File: src/rtl/cp0_access_queue.sv
// cp0_access_queue: decodes MTC0/MFC0 into CP0 requests and buffers them in-order with RAW hazard detection.
// Optional macro CP0_FWD_EN: forward the youngest queued write data to hazardous reads instead of stalling.
`default_nettype none

module cp0_access_queue #(
  parameter int DATA_WIDTH     = 32,
  parameter int DEPTH          = 4,
  parameter int REG_ADDR_WIDTH = 5,
  parameter int SEL_WIDTH      = 3
) (
  input  logic                                  clk,
  input  logic                                  rst,
  input  logic                                  flush,
  input  logic                                  in_valid,
  output logic                                  in_ready,
  input  logic [5:0]                            op,
  input  logic [REG_ADDR_WIDTH-1:0]             rs,
  input  logic [REG_ADDR_WIDTH-1:0]             rd,
  input  logic [SEL_WIDTH-1:0]                  sel,
  input  logic                                  is_cp0,
  input  logic [DATA_WIDTH-1:0]                 wdata,
  output logic                                  out_valid,
  input  logic                                  out_ready,
  output logic                                  out_read,
  output logic                                  out_write,
  output logic [REG_ADDR_WIDTH+SEL_WIDTH-1:0]   out_addr,
  output logic [DATA_WIDTH-1:0]                 out_wdata,
  output logic                                  out_fwd,
  output logic [$clog2(DEPTH):0]                count,
  output logic                                  raw_hazard
);

  localparam int AW = REG_ADDR_WIDTH + SEL_WIDTH;
  localparam int PW = $clog2(DEPTH);
  localparam int CW = PW + 1;
  localparam logic [5:0]                OP_COP0 = 6'b010000;
  localparam logic [REG_ADDR_WIDTH-1:0] RS_MFC0 = REG_ADDR_WIDTH'(0);
  localparam logic [REG_ADDR_WIDTH-1:0] RS_MTC0 = REG_ADDR_WIDTH'(4);

  logic                  rd_mem_q   [DEPTH];
  logic                  wr_mem_q   [DEPTH];
  logic                  fwd_mem_q  [DEPTH];
  logic [AW-1:0]         addr_mem_q [DEPTH];
  logic [DATA_WIDTH-1:0] data_mem_q [DEPTH];

  logic [PW-1:0] head_q, head_d;
  logic [PW-1:0] tail_q, tail_d;
  logic [CW-1:0] count_q, count_d;

  logic                  dec_rd, dec_wr, full, match, stall, push, pop;
  logic                  push_fwd;
  logic [AW-1:0]         in_addr;
  logic [DATA_WIDTH-1:0] push_data;
  logic [PW-1:0]         idx;
`ifdef CP0_FWD_EN
  logic [DATA_WIDTH-1:0] match_data;
`endif

  assign dec_rd  = (op == OP_COP0) && (rs == RS_MFC0) && is_cp0;
  assign dec_wr  = (op == OP_COP0) && (rs == RS_MTC0) && is_cp0;
  assign in_addr = {rd, sel};
  assign full    = (count_q == CW'(DEPTH));

  // Scan oldest to youngest so the last hit is the youngest matching write.
  always_comb begin
    match = 1'b0;
    idx   = '0;
`ifdef CP0_FWD_EN
    match_data = '0;
`endif
    for (int k = 0; k < DEPTH; k++) begin
      idx = head_q + PW'(k);
      if ((CW'(k) < count_q) && wr_mem_q[idx] && (addr_mem_q[idx] == in_addr)) begin
        match = 1'b1;
`ifdef CP0_FWD_EN
        match_data = data_mem_q[idx];
`endif
      end
    end
  end

  assign raw_hazard = in_valid && dec_rd && match;

`ifdef CP0_FWD_EN
  assign stall     = 1'b0;
  assign push_fwd  = raw_hazard;
  assign push_data = dec_wr ? wdata : (raw_hazard ? match_data : '0);
`else
  assign stall     = raw_hazard;
  assign push_fwd  = 1'b0;
  assign push_data = dec_wr ? wdata : '0;
`endif

  assign in_ready  = rst && !full && !stall;
  assign out_valid = (count_q != '0);
  assign push      = in_valid && in_ready && (dec_rd || dec_wr) && !flush;
  assign pop       = out_valid && out_ready && !flush;

  always_comb begin
    head_d  = head_q;
    tail_d  = tail_q;
    count_d = count_q;
    if (flush) begin
      head_d  = '0;
      tail_d  = '0;
      count_d = '0;
    end else begin
      if (push) tail_d = tail_q + 1'b1;
      if (pop)  head_d = head_q + 1'b1;
      if (push && !pop)      count_d = count_q + 1'b1;
      else if (!push && pop) count_d = count_q - 1'b1;
    end
  end

  always_ff @(posedge clk or negedge rst) begin
    if (!rst) begin
      head_q  <= '0;
      tail_q  <= '0;
      count_q <= '0;
    end else begin
      head_q  <= head_d;
      tail_q  <= tail_d;
      count_q <= count_d;
    end
  end

  // Entry payload needs no reset: occupancy is tracked by count_q alone.
  always_ff @(posedge clk) begin
    if (push) begin
      rd_mem_q[tail_q]   <= dec_rd;
      wr_mem_q[tail_q]   <= dec_wr;
      fwd_mem_q[tail_q]  <= push_fwd;
      addr_mem_q[tail_q] <= in_addr;
      data_mem_q[tail_q] <= push_data;
    end
  end

  assign count     = count_q;
  assign out_read  = out_valid && rd_mem_q[head_q];
  assign out_write = out_valid && wr_mem_q[head_q];
  assign out_fwd   = out_valid && fwd_mem_q[head_q];
  assign out_addr  = out_valid ? addr_mem_q[head_q] : '0;
  assign out_wdata = out_valid ? data_mem_q[head_q] : '0;

endmodule

`default_nettype wire

File: config.mk
export PLATFORM = sky130hd
export DESIGN_NAME = cp0_access_queue
export DESIGN_NICKNAME = d
export VERILOG_FILES = /design/src/rtl/cp0_access_queue.sv
export SDC_FILE = /design/constraint.sdc
export NUM_CORES = 1
export LEC_CHECK = 0
export BUFFER_PORTS_ARGS = -buffer_cell sky130_fd_sc_hd__buf_2
export CAP_MARGIN = 20
export CORE_UTILIZATION = 40
export CTS_BUF_LIST = sky130_fd_sc_hd__clkbuf_4 sky130_fd_sc_hd__clkbuf_8
export DETAILED_ROUTE_END_ITERATION = 16
export PLACE_DENSITY = 0.69
export SYNTH_ARGS = -nofsm -noshare
export SYNTH_HDL_FRONTEND = slang
export SYNTH_SLANG_ARGS = --single-unit
File: constraint.sdc
create_clock -name clk -period 10.6 [get_ports clk]
set_input_delay 1.59 -clock clk [delete_from_list [all_inputs] [get_ports clk]]
set_output_delay 1.59 -clock clk [all_outputs]
set_load 0.05 [all_outputs]
Word-level counts from Yosys, hierarchy flattened
Memory sizes are Yosys's and may differ from the RTL's.
Index checks and enable logic that the tools add are counted.
{"block": "op_classes", "addsub": 6, "magnitude_cmp": 4, "n_reduce_logical": 37, "eq_ne": 7, "muxes": 16}
{"op": "2-to-1 mux 32 bit", "n": 2}
{"op": "== test 8 bit", "n": 4}
{"op": "logical AND 1 bit", "n": 25}
{"op": "2-to-1 mux 3 bit", "n": 3}
{"op": "2-to-1 mux 2 bit", "n": 4}
{"op": "2-to-1 mux 8 bit", "n": 1}
{"op": "== test 6 x 5 -> 1 bit, second input constant", "n": 1}
{"op": "less-than comparator 1 x 3 -> 1 bit, first input constant", "n": 2}
{"op": "less-than comparator 2 x 3 -> 1 bit, first input constant", "n": 2}
{"op": "2-to-1 mux 1 bit", "n": 6}
{"op": "nonzero test 3 bit", "n": 2}
{"op": "== test 5 x 3 -> 1 bit, second input constant", "n": 1}
{"op": "logical NOT 1 bit", "n": 5}
{"op": "logical NOT 5 bit", "n": 1}
{"op": "adder 2 x 1 -> 2 bit, second input constant", "n": 2}
{"op": "adder 2 bit, second input constant", "n": 2}
{"op": "nonzero test 2 bit", "n": 2}
{"op": "adder 3 x 1 -> 3 bit, second input constant", "n": 1}
{"op": "== test 3 bit, second input constant", "n": 1}
{"op": "subtractor 3 x 1 -> 3 bit, second input constant", "n": 1}
{"op": "logical AND 1 bit, second input constant", "n": 1}
{"op": "logical OR 1 bit", "n": 1}
{"block": "totals", "n_memories": 4, "regBits": 7, "input_bits": 57, "ram_bits": 168, "output_inout_bits": 49, "word_cells": 77}
{"memory": "data_mem_q", "words": 4, "width": 32, "rd": 1, "rd_clocked_by_memory_dff": 0, "wr": 1, "line": "44", "text": "logic [DATA_WIDTH-1:0] data_mem_q [DEPTH];"}
{"memory": "addr_mem_q", "words": 4, "width": 8, "rd": 4, "rd_clocked_by_memory_dff": 0, "wr": 1, "line": "43", "text": "logic [AW-1:0] addr_mem_q [DEPTH];"}
{"memory": "rd_mem_q", "words": 4, "width": 1, "rd": 1, "rd_clocked_by_memory_dff": 0, "wr": 1, "line": "40", "text": "logic rd_mem_q [DEPTH];"}
{"memory": "wr_mem_q", "words": 4, "width": 1, "rd": 4, "rd_clocked_by_memory_dff": 0, "wr": 1, "line": "41", "text": "logic wr_mem_q [DEPTH];"}

Longest topological paths before layout
Gate-level depths: netlist (run 1).
{"block": "logic_depth", "ltp_word": 18, "ltp_mapped": 13}

Least setup slack after synthesis (run 1)
Ideal clock, no wire load.
{"block": "synth_path", "path_kind": "in2reg", "startpoint": "input rd[2]", "endpoint": "memory addr_mem_q[0][0] (netlist bit) (enable)", "setup_ns": 0.502, "required_time_ns": 10.098, "setup_slack_ns": 4.089, "path_buffers": 1, "cell_stages": 8, "arrival_ns": 6.009, "cell_sequence": "clkbuf_1 -> xor2_1 -> nor4_1 -> o2111ai_1 -> o32ai_4 -> o21ai_2 -> nand2_1 -> nor3b_1"}
{"block": "synth_via", "elab_chain_cells": 14, "word_cells_on_any_way": 20, "classes_between": "eq/ne (4); mux (6); reduce/logical (10)"}
{"item": "start: declaration", "line": "18", "text": "input logic [REG_ADDR_WIDTH-1:0] rd,"}
{"item": "== test 8 bit", "line": "73", "text": "if ((CW'(k) < count_q) && wr_mem_q[idx] && (addr_mem_q[idx] == in_addr)) begin"}
{"item": "logical AND 1 bit", "line": "73"}
{"item": "2-to-1 mux 1 bit (3 in a row)", "line": "73"}
{"item": "2-to-1 mux 1 bit (*)", "line": "73"}
{"item": "logical AND 1 bit (*)", "line": "82", "text": "assign raw_hazard = in_valid && dec_rd && match;"}
{"item": "logical NOT 1 bit (*)", "line": "94", "text": "assign in_ready = rst && !full && !stall;"}
{"item": "logical AND 1 bit (*)", "line": "94"}
{"item": "logical AND 1 bit (*) (3 in a row)", "line": "96", "text": "assign push = in_valid && in_ready && (dec_rd || dec_wr) && !flush;"}
{"item": "2-to-1 mux 1 bit (*)", "line": "129", "text": "if (push) begin"}
{"item": "2-to-1 mux 1 bit (implied by the code) (*)", "line": "133", "text": "addr_mem_q[tail_q] <= in_addr;"}
{"item": "end: declaration", "line": "43"}
Mark *: on every way between the ends. The rest lies on a longest branch, timed or not.

Worst setup path in the final report (run 1)
{"block": "layout_path", "startpoint": "register head_q[1]", "endpoint": "output raw_hazard"}
{"block": "layout_via", "elab_chain_cells": 8, "word_cells_on_any_way": 22, "classes_between": "add/sub (3); eq/ne (4); mux (4); reduce/logical (9); memory (2)"}
{"item": "start: declaration", "line": "46", "text": "logic [PW-1:0] head_q, head_d;"}
{"item": "start signal: assignment", "line": "117", "text": "head_q <= '0;"}
{"item": "start signal: assignment", "line": "121", "text": "head_q <= head_d;"}
{"item": "adder 2 x 1 -> 2 bit (tied with other cells)", "line": "72", "text": "idx = head_q + PW'(k);"}
{"item": "memory (4 x 8 bit) (tied with other cells)"}
{"item": "== test 8 bit or logical AND 1 bit (tied branches)", "line": "73"}
{"item": "logical AND 1 bit or 2-to-1 mux 1 bit (tied branches)", "line": "73"}
{"item": "2-to-1 mux 1 bit (2 in a row)", "line": "73"}
{"item": "2-to-1 mux 1 bit (*)", "line": "73"}
{"item": "logical AND 1 bit (*)", "line": "82"}
{"item": "end: declaration", "line": "30", "text": "output logic raw_hazard"}
Marked as above.

==> results of run 1 <==
==> final cells by class <==
class / instances / area, µm²
flip-flops and latches: 175 / 5230
fillers: 1772 / 10900
clock buffers: 17 / 234
inverters: 8 / 30.0
repair buffers: 113 / 588
clock inverters: 15 / 173
well taps: 270 / 338
multi-input cells: 301 / 2980
==> cells in the mapped netlist (5+ instances only) <==
cell      count
a21oi_1       5
and2_1       70
buf_2        11
clkbuf_1     13
dfrtp_1       7
edfxtp_1    168
ha_1          8
inv_1         8
mux2_2        7
mux2i_1      33
mux4_2       44
nand2_1      10
nand3_1      10
nor2_1       15
nor3_1        7
xnor2_1      18
xor2_1       15
==> power by group <==
group          internal, W  switching, W  total (W)
registers         0.000755     0.0000263   0.000781
logic             0.000349      0.000907    0.00126
clock network     0.000198      0.000268   0.000465
total              0.00130       0.00120    0.00250
==> worst max-delay path by stage <==
stage | from | slack [ns] | endpoint | depth (start not counted)
3_5_place_dp | rd[0] | 5.13 | raw_hazard | 8
5_1_grt | head_q[1]$_DFFE_PN0P_ | 4.69 | raw_hazard | 8
4_1_cts | head_q[1]$_DFFE_PN0P_ | 4.84 | raw_hazard | 8
6_report | head_q[1]$_DFFE_PN0P_ | 4.89 | raw_hazard | 8
3_3_place_gp | rd[0] | 5.18 | raw_hazard | 8
2_1_floorplan | rd[2] | 4.09 | addr_mem_q[0][0]$_DFFE_PP_ | 8
==> flip-flops by register name (all words and copies together), names as in the netlist <==
name / cells
wr_mem_q: 4
data_mem_q: 128
count: 3
addr_mem_q: 32
head_q: 2
tail_q: 2
rd_mem_q: 4
==> per-stage QoR <==
stage                     instances  hold slack [ns]  setup WS [ns]  area [µm²]   util
final                           899            0.625           4.89        9570  0.468
after global routing            899            0.647           4.69        9570  0.468
after CTS                       899            0.622           4.84        9570  0.468
after detailed placement        867            0.604           5.13        9160  0.448
after global placement          867            0.579           5.18        9160  0.448
after floorplan                 519            0.557           4.09        8400      -
==> metal layers <==
layer,GRT usage,vias to the layer above
met5,0,-
met4,0.0526,0
met3,0.0484,27
met2,0.280,181
met1,0.225,2405
li1,-,2197
==> tightest hold or removal path, cell delays in order, from the launching register on <==
cell and delay [ns]:
dfrtp_1 0.43, o21ai_0 0.09, a21oi_1 0.07
==> logic make-up after synthesis <==
group / synth area share
AOI/OAI and AO/OA: 0.0362
and+or+nand+nor: 0.0952
muxes: 0.173
buffers and inverters: 0.0273
other: 0.000446
xor gates and xnor gates: 0.0344
adders and majority gates: 0.0119
DFF: 0.621
==> impl_metrics.tcl, run 1 <==
set metrics [dict create \
    cp.required_ns 9.01 \
    area_growth_pct 13.8 \
    holdPathStages 2 \
    ctsResizeCount 0 \
    final_cell_mix "168 x edfxtp_1, 104 x buf_2, 70 x and2_1" \
    cts_setup_buffers 0 \
    routed_wirelength_mm 17.6 \
    arrival_ns 4.12 \
    outcome "finished clean" \
    synthCells 519 \
    rows 52 \
    gp_congestion 0.915 \
    ys_ff_latch 175 \
    top_layer "met4" \
    num-nets-final 681 \
    core_um2 20400 \
    async_reset_ff_frac 0.0400 \
    power_density_nw_per_um2 262 \
    path_max_fanout 56 \
    cts_buffer_depth 2 \
    peakVddDrop_uv 229 \
    skew_ns 0.0150 \
    setup.worst_path.class "reg2out" \
    die_w_um 147 \
    grt_first_pass_wirelength_mm 27.9 \
    grt-ovfl-total 0 \
    synth-edff-count 168 \
    synth_cell_types 57 \
    synth_area_leader_cell "edfxtp_1" \
    drtIter0Drc 262 \
    crit_family "compound AO/OA/AOI/OAI gates" \
    synthFlopType "edfxtp_1" \
    portBuffers 104 \
    htreeDepth 4 \
    start_util 0.411 \
    vias 4810 \
    maxCapViolations 0 \
    hold_viol 0 \
    grt_usage 0.172 \
    critPathCaptureType "primary output" \
    p_total_w 0.00250 \
    via_per_inst 5.35 \
    hp-start "tail_q[1]$_DFFE_PN0P_" \
    met1_length_mm 7.58 \
    dieArea_um2 21600 \
    syn_avg_cell_area_um2 16.2 \
    synth_warnings 0 \
    final_common_cell "edfxtp_1" \
    slowest_delay_ns 0.74 \
    rrSetupSlack_ns 5.71 \
    period_share 0.539 \
    clkLatencyLatePin_ns 0.47 \
    numCtsBuffers 17 \
    cts.clk_slew.worst_paths_ns 0.10 \
    power.leakage_nw 3.06 \
    fp.dieH_um 147 \
    hold_path_end "tail_q[1]$_DFFE_PN0P_" \
    pin_count 106 \
    synth_fp_nets 584 \
    drive_gt1_frac 0.342 \
    drt_pass1_iterations 4 \
    cts_tree "yes" \
    setup_viol 0 \
    r2r_end "addr_mem_q[3][0]$_DFFE_PP_" \
    worst_pin_slew_ns 0.924 \
    dp_hpwl_mm 11.1 \
    critPathLaunchType "flop" \
    cp_cell_sequence "buf_4 > mux2_1 > o22ai_1 > a2111o_1 > or4_4 > o32ai_4 > o211a_1 > buf_2" \
    crit_slowest_cell "buf_4" \
    holdCritPathClass "reg2reg" \
    ctsHoldBuffers 0 \
    grt_pass1_vias 5041 \
    cts.sinks 175 \
    cts_root_buf "clkbuf_8" \
    wl_met2_mm 8.36 \
    period_needed_ns 5.71 \
    maxSlewHeadroom 0.384 \
    antennaDiodeCount 0 \
    synthTopCellsByArea "edfxtp_1 60%, mux4_2 12%, and2_1 5.2%" \
    max_freq_mhz 175 \
    r2r_cells 10 \
    synth_seq_area_share 0.621 \
    slew_viol_final 0 \
    r2r_start "head_q[1]$_DFFE_PN0P_" \
    detail_route.wl_per_cell_um 19.5 \
    synth_area_um2 8400 \
    drc_errors 0 \
    grt_max_degree 57 \
    tns_ns 0 \
    wl_met3_mm 1.36 \
    grt_setup_unrepaired "false" \
    crit_buf_inv 2 \
    antenna_found_initial 0 \
    synth_top_area_share 0.600 \
    antenna_left 0 \
]
(Power assumes the default switching activity.)
==> run 2, diff against run 1 <==
ABC_AREA = 1   (was not set)
PLACE_DENSITY = 0.71   (was 0.69)
clock period = 4.8 ns   (was 10.6 ns; I/O delays follow)
==> impl_metrics.tcl, run 2 <==
set metrics [dict create \
    outcome "finished clean" \
    seqPwrFrac 0.358 \
    path_max_fanout 83 \
    antenna_left 0 \
    grt_pass1_vias 6344 \
    p_int_w 0.00256 \
    critPathCaptureType "primary output" \
    fillers 1921 \
    synth_area_um2 8500 \
    ys_top_cells_by_count "228 x nand2_1, 168 x edfxtp_1, 138 x nand3_1, 94 x inv_1, 74 x nor2_1" \
    routed_wirelength_mm 20.1 \
    holdCritPathClass "in2async" \
    cts_root_buf "clkbuf_8" \
    tns_ns 0 \
    setup_viol 0 \
    synth_top_area_share 0.594 \
    synth_area_leader_cell "edfxtp_1" \
    reg.largest.list "data_mem_q: 128 flops, addr_mem_q: 32 flops" \
    numCtsBuffers 17 \
    grt_first_pass_wirelength_mm 32.3 \
    ctsResizeCount 0 \
    max_freq_mhz 252 \
    maxCapViolations 0 \
    async_reset_ff_frac 0.0400 \
    portBuffers 104 \
    cts_buffer_depth 2 \
    clock_power_share 0.194 \
    switching_share 0.461 \
    htreeDepth 4 \
    final_cell_mix "228 x nand2_1, 168 x edfxtp_1, 138 x nand3_1" \
    skew_ns 0.0146 \
    r2r_end "data_mem_q[3][24]$_DFFE_PP_" \
    critPathLaunchType "flop" \
    via_per_inst 5.23 \
    ys_ff_latch 175 \
    synth_warnings 0 \
    synth_fp_nets 949 \
    synth_cell_types 32 \
    fin_ws_ns 0.836 \
    cts_tree "yes" \
    cp.required_ns 4.08 \
    dieArea_um2 21800 \
    antenna_found_initial 0 \
    cts.sinks 175 \
    final_common_cell "nand2_1" \
    met1_usage 0.247 \
    grt-ovfl-total 0 \
    die_w_um 148 \
    met2_usage 0.322 \
    clkLatencyLatePin_ns 0.44 \
    antennaDiodeCount 0 \
    drtIter0Drc 481 \
    rows 52 \
    setup.worst_path.class "reg2out" \
    r2r_start "head_q[1]$_DFFE_PN0P_" \
    syn_avg_cell_area_um2 9.61 \
    pin_count 106 \
    period_share 0.826 \
    power_density_nw_per_um2 490 \
    drt_pass1_iterations 5 \
    drive_gt1_frac 0.164 \
    grt_setup_unrepaired "false" \
    synthTopCellsByArea "edfxtp_1 59%, nand2_1 10%, nand3_1 8.1%" \
    combPwrFrac 0.449 \
    peakVddDrop_uv 325 \
    ctsHoldBuffers 0 \
    net-switching-power_w 0.00219 \
    core_um2 20500 \
    area_growth_pct 14.0 \
    gp_congestion 0.896 \
    cts_setup_buffers 0 \
    detail_route.wl_per_cell_um 16.0 \
    cts.clk_slew.worst_paths_ns 0.10 \
    grt_util_met3 0.0417 \
    synthCells 884 \
    start_util 0.415 \
    synth-edff-count 168 \
    largest_register "data_mem_q" \
    synthFlopType "edfxtp_1" \
    hold_viol 0 \
    slew_viol_final 0 \
    r2r_cells 16 \
    period_needed_ns 3.96 \
    grt_max_degree 84 \
    power.leakage_nw 3.88 \
    fp.dieH_um 148 \
    worst_pin_slew_ns 1.01 \
    grt_usage 0.192 \
    rrSetupSlack_ns 1.13 \
    largest_reg_flops 128 \
    drc_errors 0 \
    maxSlewHeadroom 0.325 \
    dp_hpwl_mm 12.4 \
    arrival_ns 3.24 \
    num-nets-final 1039 \
    pre_cts_slack_ns 1.17 \
    synth_seq_area_share 0.614 \
    grt_most_used_layer "met2" \
    vias 6579 \
    synth.most_common_cell "nand2_1" \
]
run 2: worst max path at each step:
stage / start / end / cells after the start
global placement: head_q[1]$_DFFE_PN0P_ / data_mem_q[3][18]$_DFFE_PP_ / 16
detailed placement: head_q[1]$_DFFE_PN0P_ / data_mem_q[3][19]$_DFFE_PP_ / 16
global route: head_q[1]$_DFFE_PN0P_ / in_ready / 14
finish: head_q[0]$_DFFE_PN0P_ / raw_hazard / 13
floorplan: op[3] / addr_mem_q[0][0]$_DFFE_PP_ / 6
CTS: head_q[1]$_DFFE_PN0P_ / in_ready / 12
run 2: cells by family (layout without fill, tap and decap cells):
| logic type | after synthesis | in the layout | share of synthesized area |
|---|---|---|---|
| AOI/OAI and AO/OA | 93 | 93 | 0.0701 |
| xor gates and xnor gates | 8 | 8 | 0.00825 |
| adders and majority gates | 8 | 8 | 0.0118 |
| buffers and inverters | 143 | 246 | 0.0675 |
| DFF | 175 | 175 | 0.614 |
| other | 1 | 1 | 0.000441 |
| and+or+nand+nor | 456 | 456 | 0.228 |
run 2: per-layer routing:
metal	part of all wire	up-vias
met3	0.066	24
li1	-	3207
met4	0.015	0
met1	0.44	3125
met2	0.48	223
met5	0	-
run 2: critical path: stages, from the launching register on:
cell	delay (ns)
dfrtp_2	0.40
buf_4	0.67
nand2_1	0.16
nand3_1	0.16
nand2_1	0.12
nand2_1	0.08
nand2_1	0.05
nor2_1	0.17
nand3_1	0.16
nor2_1	0.12
nor2_1	0.07
nand2_2	0.10
and3_1	0.20
buf_2	0.28
run 2: stage by stage:
step	total power, W	hold WS, ns	instance area (µm²)	utilization	std cells
detailed placement	0.00386	0.569	9330	0.455	1225
global placement	0.00385	0.564	9330	0.455	1225
CTS	0.00477	0.0798	9690	0.473	1257
floorplan	0.00335	0.424	8500	-	884
global route	0.00503	0.0859	9690	0.473	1257
finish	0.00475	0.104	9690	0.473	1257
run 2: final cells by class:
class                      instances  area (µm²)  area share
sequential                       175        5220       0.539
multi-input combinational        566        2740       0.283
timing repair buffer             117         668      0.0690
inverter                          97         364      0.0376
tap                              270         338      0.0349
clock buffer                      19         249      0.0257
clock inverter                    13         104      0.0107
run 2: power groups by stage:
stage / clock, W / combinational, W / sequential [W]
floorplan: 0 / 0.00159 / 0.00175
global placement: 0 / 0.00212 / 0.00173
detailed placement: 0 / 0.00213 / 0.00173
CTS: 0.000940 / 0.00214 / 0.00170
global route: 0.000999 / 0.00233 / 0.00170
finish: 0.000920 / 0.00213 / 0.00170
==> run 3, diff against run 2 <==
PLACE_DENSITY = 0.69   (was 0.71)
clock period = 3.8 ns   (was 4.8 ns; I/O delays follow)
==> impl_metrics.tcl, run 3 (synthesis gave the netlist of run 2 again) <==
set metrics [dict create \
    dieArea_um2 21800 \
    power_density_nw_per_um2 629 \
    drive_gt1_frac 0.174 \
    fp.dieH_um 148 \
    period_needed_ns 3.51 \
    core_um2 20500 \
    cp_cell_sequence "inv_2 > buf_12 > nand2_1 > nand2_1 > buf_4 > nand2_1 > nand3_1 > nand3_1 > nor2_1 > nand3_1 > nor2_1 > nor2_1 > nand2_2 > and3_1 > buf_2" \
    crit_buf_inv 4 \
    maxSlewHeadroom 0.580 \
    cp.required_ns 3.23 \
    grt_usage 0.192 \
    pre_cts_slack_ns 0.524 \
    p_total_w 0.00620 \
    arrival_ns 2.94 \
    largest_reg_flops 128 \
    worst_pin_slew_ns 0.625 \
    grt-ovfl-total 0 \
    routed_wirelength_mm 20.1 \
    holdWs_ns 0.403 \
    grt_setup_unrepaired "false" \
    reg.largest.list "data_mem_q: 128 flops, addr_mem_q: 32 flops" \
    num-nets-final 1050 \
    maxCapViolations 0 \
    die_w_um 148 \
    portBuffers 104 \
    fin_ws_ns 0.288 \
    fillers 1845 \
    power.leakage_nw 3.98 \
    slowest_delay_ns 0.56 \
    fin_util 0.482 \
    outcome "finished clean" \
    crit_family "simple AND/OR/NAND/NOR gates" \
    gp_congestion 0.835 \
    cts.sinks 175 \
    holdCritPathClass "in2reg" \
    antenna_left 0 \
    skew_ns 0.0121 \
    cts_root_buf "clkbuf_8" \
    drt_pass1_iterations 6 \
    setup_viol 0 \
    final_cell_mix "228 x nand2_1, 168 x edfxtp_1, 138 x nand3_1" \
    tns_ns 0 \
    drtIter0Drc 435 \
    critPathLaunchType "flop" \
    setup.worst_path.class "reg2out" \
    htreeDepth 4 \
    period_share 0.924 \
    final_common_cell "nand2_1" \
    vias 6509 \
    area_growth_pct 16.2 \
    via_per_inst 5.13 \
    start_util 0.415 \
    numCtsBuffers 17 \
    critPathCaptureType "primary output" \
    grt_first_pass_wirelength_mm 32.4 \
    grt_max_degree 49 \
    clkLatencyLatePin_ns 0.45 \
    path_max_fanout 42 \
    drc_errors 0 \
    antenna_found_initial 1 \
    pin_count 106 \
    slew_viol_final 0 \
    cts.clk_slew.worst_paths_ns 0.09 \
    cts_tree "yes" \
    max_freq_mhz 285 \
    largest_register "data_mem_q" \
    dp_hpwl_mm 13.1 \
    grt_pass1_vias 6239 \
    cts_buffer_depth 2 \
    rows 52 \
    detail_route.wl_per_cell_um 15.9 \
    hold_viol 0 \
    crit_slowest_cell "dfrtp_2" \
    peakVddDrop_uv 347 \
]
==> run 3: metrics by stage <==
step | instance area [µm²] | instances
after floorplan | 8500 | 884
after global placement | 9450 | 1235
after detailed placement | 9450 | 1235
after CTS | 9850 | 1268
after global routing | 9870 | 1268
final | 9870 | 1269
==> run 3: cell type report <==
class	count	area (µm²)	area share
clock inverters	13	149	0.0151
flip-flops and latches	175	5220	0.529
diodes	1	2.50	0.000254
well taps	270	338	0.0342
inverters	97	364	0.0369
multi-input cells	566	2740	0.278
repair buffers	128	801	0.0811
clock buffers	19	249	0.0252
==> run 3: final timing paths <==
path                                        from                         end  slack [ns]  cells past startpoint
setup / recovery           head_q[0]$_DFFE_PN0P_                  raw_hazard        0.29                     15
hold / removal                            sel[1]  addr_mem_q[0][1]$_DFFE_PP_        0.40                      1
setup reg to reg           head_q[0]$_DFFE_PN0P_  data_mem_q[2][7]$_DFFE_PP_        0.57                     16
hold reg to reg            tail_q[0]$_DFFE_PN0P_       tail_q[0]$_DFFE_PN0P_        0.57                      1
max in group asynchronous                    rst       head_q[0]$_DFFE_PN0P_        3.10                      2
min in group asynchronous                    rst        count[0]$_DFFE_PN0P_        0.50                      2
==> run 3: power breakdown <==
| group | switching [W] | leakage [nW] | total, W | internal (W) |
|---|---|---|---|---|
| logic | 0.00203 | 2.30 | 0.00274 | 0.000706 |
| registers | 0.0000604 | 1.48 | 0.00216 | 0.00210 |
| clock network | 0.000689 | 0.202 | 0.00130 | 0.000612 |
==> run 3: what timing repair did <==
action,CTS,global route
gates resized for setup,0,5
setup endpoints to repair,0,2
hold buffers,1,0
hold endpoints to repair,7,0
buffers inserted,0,0
==> run 3: layer usage <==
metal	global-route usage	vias up	wire length, µm
li1	-	3223	-
met1	0.253	3060	8860
met2	0.316	204	9700
met3	0.0472	22	1310
met4	0.0521	0	265
met5	0	-	0
